===== config.mk =====
export PLATFORM = sky130hd
export DESIGN_NAME = pg_switch_resp
export DESIGN_NICKNAME = d
export VERILOG_FILES = /design/src/rtl/pg_switch_resp.sv
export SDC_FILE = /design/constraint.sdc
export NUM_CORES = 1
export LEC_CHECK = 0
export ABC_AREA = 0
export CAP_MARGIN = 5
export CORE_MARGIN = 2
export CORE_UTILIZATION = 55
export DETAILED_ROUTE_END_ITERATION = 10
export PLACE_DENSITY_LB_ADDON = 0.08
export SKIP_CTS_REPAIR_TIMING = 1
export SYNTH_ARGS = -nofsm -noshare
export SYNTH_HDL_FRONTEND = slang
export SYNTH_SLANG_ARGS = --single-unit

===== constraint.sdc =====
create_clock -name ck -period 9.75 [get_ports ck]
set_clock_uncertainty 0.15 [all_clocks]
set_input_delay 1.4625 -clock ck [delete_from_list [all_inputs] [get_ports ck]]
set_output_delay 1.4625 -clock ck [all_outputs]
set_load 0.005 [all_outputs]

===== src/rtl/pg_switch_resp.sv =====
// Power-switch responder: turns en_pw_sw into a staggered thermometer ramp of
// header-switch segment enables and acknowledges full-on / full-off on sw_ack.
//
// state     | meaning
// ----------+-----------------------------------------------------------
// S_ON      | all segments enabled, sw_ack=1
// S_RDN     | stepping segments off every D cycles, then one settle period
// S_OFF     | all segments disabled, sw_ack=0
// S_RUP     | stepping segments on every D cycles, then one settle period
module pg_switch_resp #(
  parameter int N_SEG = 8,
  parameter int DLY_W = 16,
  localparam int LW = $clog2(N_SEG + 1)
) (
  input  logic             ck,
  input  logic             rst,
  input  logic             en_pw_sw,
  input  logic [DLY_W-1:0] seg_delay,
  output logic [N_SEG-1:0] seg_en,
  output logic             sw_ack,
  output logic [LW-1:0]    lvl,
  output logic             busy
);

  localparam logic [1:0] S_ON  = 2'd0;
  localparam logic [1:0] S_RDN = 2'd1;
  localparam logic [1:0] S_OFF = 2'd2;
  localparam logic [1:0] S_RUP = 2'd3;

  localparam logic [LW-1:0] LVL_MAX = LW'(N_SEG);

  logic [1:0]       state, state_nxt;
  logic [LW-1:0]    lvl_nxt, lvl_inc, lvl_dec;
  logic [DLY_W-1:0] cnt, cnt_nxt;
  logic [DLY_W-1:0] d_lat, d_nxt, d_cur;
  logic             step;
  logic [N_SEG-1:0] seg_nxt;
  logic             ack_nxt, busy_nxt;

  always_comb begin
    d_cur   = (seg_delay == '0) ? DLY_W'(1) : seg_delay;
    step    = (cnt == d_lat - DLY_W'(1));
    lvl_inc = (lvl == LVL_MAX) ? lvl : lvl + LW'(1);
    lvl_dec = (lvl == '0) ? lvl : lvl - LW'(1);
  end

  // Reversal requests are tested before the counter step so they win the cycle.
  always_comb begin
    state_nxt = state;
    lvl_nxt   = lvl;
    cnt_nxt   = cnt;
    d_nxt     = d_lat;
    case (state)
      S_ON: begin
        if (!en_pw_sw) begin
          state_nxt = S_RDN;
          lvl_nxt   = lvl_dec;
          cnt_nxt   = '0;
          d_nxt     = d_cur;
        end
      end
      S_RDN: begin
        if (en_pw_sw) begin
          state_nxt = S_RUP;
          lvl_nxt   = lvl_inc;
          cnt_nxt   = '0;
          d_nxt     = d_cur;
        end else if (step) begin
          cnt_nxt = '0;
          if (lvl != '0) lvl_nxt = lvl - LW'(1);
          else state_nxt = S_OFF;
        end else begin
          cnt_nxt = cnt + DLY_W'(1);
        end
      end
      S_OFF: begin
        if (en_pw_sw) begin
          state_nxt = S_RUP;
          lvl_nxt   = lvl_inc;
          cnt_nxt   = '0;
          d_nxt     = d_cur;
        end
      end
      S_RUP: begin
        if (!en_pw_sw) begin
          state_nxt = S_RDN;
          lvl_nxt   = lvl_dec;
          cnt_nxt   = '0;
          d_nxt     = d_cur;
        end else if (step) begin
          cnt_nxt = '0;
          if (lvl != LVL_MAX) lvl_nxt = lvl + LW'(1);
          else state_nxt = S_ON;
        end else begin
          cnt_nxt = cnt + DLY_W'(1);
        end
      end
      default: begin
        state_nxt = S_ON;
        lvl_nxt   = LVL_MAX;
        cnt_nxt   = '0;
      end
    endcase
  end

  always_comb begin
    seg_nxt = '0;
    for (int i = 0; i < N_SEG; i++) seg_nxt[i] = (i < int'(lvl_nxt));
    ack_nxt  = (state_nxt == S_ON) || (state_nxt == S_RDN);
    busy_nxt = (state_nxt == S_RDN) || (state_nxt == S_RUP);
  end

  always_ff @(posedge ck) begin
    if (!rst) begin
      state  <= S_ON;
      lvl    <= LVL_MAX;
      cnt    <= '0;
      d_lat  <= DLY_W'(1);
      seg_en <= '1;
      sw_ack <= 1'b1;
      busy   <= 1'b0;
    end else begin
      state  <= state_nxt;
      lvl    <= lvl_nxt;
      cnt    <= cnt_nxt;
      d_lat  <= d_nxt;
      seg_en <= seg_nxt;
      sw_ack <= ack_nxt;
      busy   <= busy_nxt;
    end
  end

endmodule


==> metrics.yaml <==
outcome:
  status: "finished clean"
routing:
  dr.pass1.iters: 5
  vias: 3155
  drtAntennaViolNets: 0
  wl_um: 7810
  drc: 0
  post_drt_wl_per_cell_um: 14.9
  drtIter0Drc: 132
  via_per_inst: 6.01
global_routing:
  use_met2_pct: 43.4
  met3_usage_pct: 3.19
  grt_use_met1_pct: 31.3
  grt_most_used_layer: "met2"
  grt_pass1_wl_um: 13000
  overflow: 0
  grtUsageTotal_pct: 24.7
  antenna_found_initial: 0
  grt_pass1_vias: 2830
  grt_max_degree: 41
setup_path:
  cpMaxStageDelayCell: "clkdlybuf4s50_1"
  cp_top_family: "buffers and inverters"
  crit_buf_inv: 2
  crit_path_cell_trace: "clkdlybuf4s50_1 > nand2_1 > o32ai_1 > o21ai_1 > buf_4 > nor4_1 > a21oi_1 > nor2b_1"
  worstSetupPathType: "primary input to register"
  cp-start-kind: "primary input"
  r2r_start: "d_lat[0]"
  ff2ff_path_depth: 11
  critPathCaptureType: "register"
  r2r_setup_slack_ns: 5.65
  required_ns: 9.85
  crit_arrival_ns: 4.23
  reg2reg_to: "seg_en[4]"
  critPathMaxStageDelay_ns: 1.19
  path_max_fanout: 31
place:
  port_buffers: 32
  dpl.cell_count: 516
  place_area_um2: 3620
  dpl_worst_slack_ns: 5.21
  place.gp.congestion: 0.944
  hpwlAfterDp_um: 5770
sta:
  rsz0062_at_grt: "no"
  finalSetupViolCount: 0
  setup_slack_ns: 5.62
  tightest_slew_ns: 1.14
  slew-limit-headroom_pct: 23.7
  fin_crit_sh_pct: 42.4
  hold_viol_final: 0
  fin_crit_ns: 4.13
  max_freq_mhz: 242
  whs_ns: 0.344
  tns_ns: 0
  drv_slew: 0
worst_hold_path:
  hold_end: "d_lat[15]"
  hold_start: "d_lat[15]"
  hold_path_class: "register to register"
  whs_path_depth: 2
cells_and_area:
  synthToLayoutAreaGrowth_pct: 12.5
  fill_cells: 542
  finalNonFillerCells: 525
  drive_gt1_share_pct: 5.56
  fin_nets: 477
  final_core_utilization_pct: 63.3
  design_area_um2: 3720
  num_antenna_cells: 0
clocking:
  clkSinkCount: 47
  htree_num_levels: 2
  cts_buffers: 5
  clkLatencyLatePin_ns: 0.30
  clkTransAtPathRegs_ns: 0.09
  clockBufferDepth: 2
  cts-root-buf: "clkbuf_8"
  cts_tree: "done"
floorplan:
  die_w_um: 81.6
  die_h_um: 81.6
  ios: 33
  dieArea_um2: 6660
  rows: 28
  fp.coreArea_um2: 5890
  start_util_pct: 56.3
yosys:
  ys_warn_count: 0
  async_reset_ff_share_pct: 0
  ys.flop_type: "dfxtp_1"
  yosys-top-cells-area: "dfxtp_1 28%, nand2_1 6.1%, o21ai_0 4.7%"
  synth_seq_cells: 47
  synth_edf_count: 0
  yosysSeqAreaShare_pct: 28.4
  syn-instance-count: 434
  yosysTopAreaCellShare_pct: 28.4
  avgSynthCellArea_um2: 7.63
  synthDistinctLibCells: 60
  synth_area_leader_cell: "dfxtp_1"
  synthTopCellsByCount: "54 x nand2_1, 47 x dfxtp_1, 31 x o21ai_0"
  synth_most_common_cell: "nand2_1"
  synth_nets: 462
  netlist_area_um2: 3310
pwr:
  power_mw: 1.13
  p_leak_nw: 1.32
  vdd_drop_max_mv: 0.152
  powerDensity_nw_per_um2: 302
job:
  maxCapViolCount: 0
==> layout by cell type, fill, tap and decap left out, types with 10 or more instances in the layout <==
| cell | synthesis | routed |
|---|---|---|
| a21boi_0 | 18 | 18 |
| a21oi_1 | 23 | 23 |
| and3_1 | 10 | 10 |
| clkdlybuf4s50_1 | 0 | 32 |
| dfxtp_1 | 47 | 47 |
| inv_1 | 15 | 15 |
| nand2_1 | 54 | 54 |
| nand3_1 | 11 | 11 |
| nor2_1 | 24 | 24 |
| nor2b_1 | 22 | 22 |
| nor3_1 | 16 | 16 |
| nor4_1 | 12 | 12 |
| o21ai_0 | 31 | 31 |
| xnor2_1 | 15 | 15 |
==> flip-flops by register name, indices dropped and copies added (netlist names) <==
signal  flops
lvl         3
busy        1
state       2
d_lat      16
cnt        16
sw_ack      1
seg_en      8
==> cell families (layout without fill, tap and decap cells) <==
group / Yosys count / count (layout) / synth area share (%)
xor+xnor: 22 / 22 / 5.82
compound gates: 122 / 122 / 25.1
mux: 8 / 8 / 2.49
fa+ha+maj: 9 / 9 / 3.40
flops: 47 / 47 / 28.4
buf+inv: 41 / 57 / 4.99
simple gates: 185 / 185 / 29.8
==> final cells by class <==
class | instances | area [um^2] | area share [%]
multi-input cells | 346 | 2210 | 59.2
flip-flops and latches | 47 | 941 | 25.3
clock buffers | 5 | 68.8 | 1.85
repair buffers | 34 | 335 | 9.00
inverters | 15 | 56.3 | 1.51
well taps | 75 | 93.8 | 2.52
clock inverters | 3 | 23.8 | 0.638
==> metal layers <==
layer  up-vias  part of all wire, %
met2        80                   50
met5         -                    0
met4         0                  1.6
li1       1594                    -
met3        11                  4.1
met1      1470                   45
==> how the worst max path moves through the flow <==
stage	depth (start not counted)	startpoint	to	slack, ns
after CTS	7	en_pw_sw	cnt[5]	5.54
after detailed placement	7	en_pw_sw	cnt[5]	5.21
after global placement	7	en_pw_sw	cnt[5]	5.32
after floorplan	12	d_lat[0]	seg_en[0]	6.40
after global routing	9	en_pw_sw	seg_en[6]	5.22
final	8	en_pw_sw	cnt[5]	5.62
==> power breakdown <==
group	switching [mW]	internal, mW
Sequential	0.0727	0.247
Combinational	0.407	0.278
Clock	0.0705	0.0513
==> tightest hold or removal path, delay by kind of cell, from the launching register on <==
| kind | cells | cell delay [ns] |
|---|---|---|
| AO/OA/AOI/OAI | 1 | 0.06 |
| AND/OR/NAND/NOR | 1 | 0.05 |
| flip-flops | 1 | 0.34 |
No activity file was read; power rests on OpenSTA's default activity.
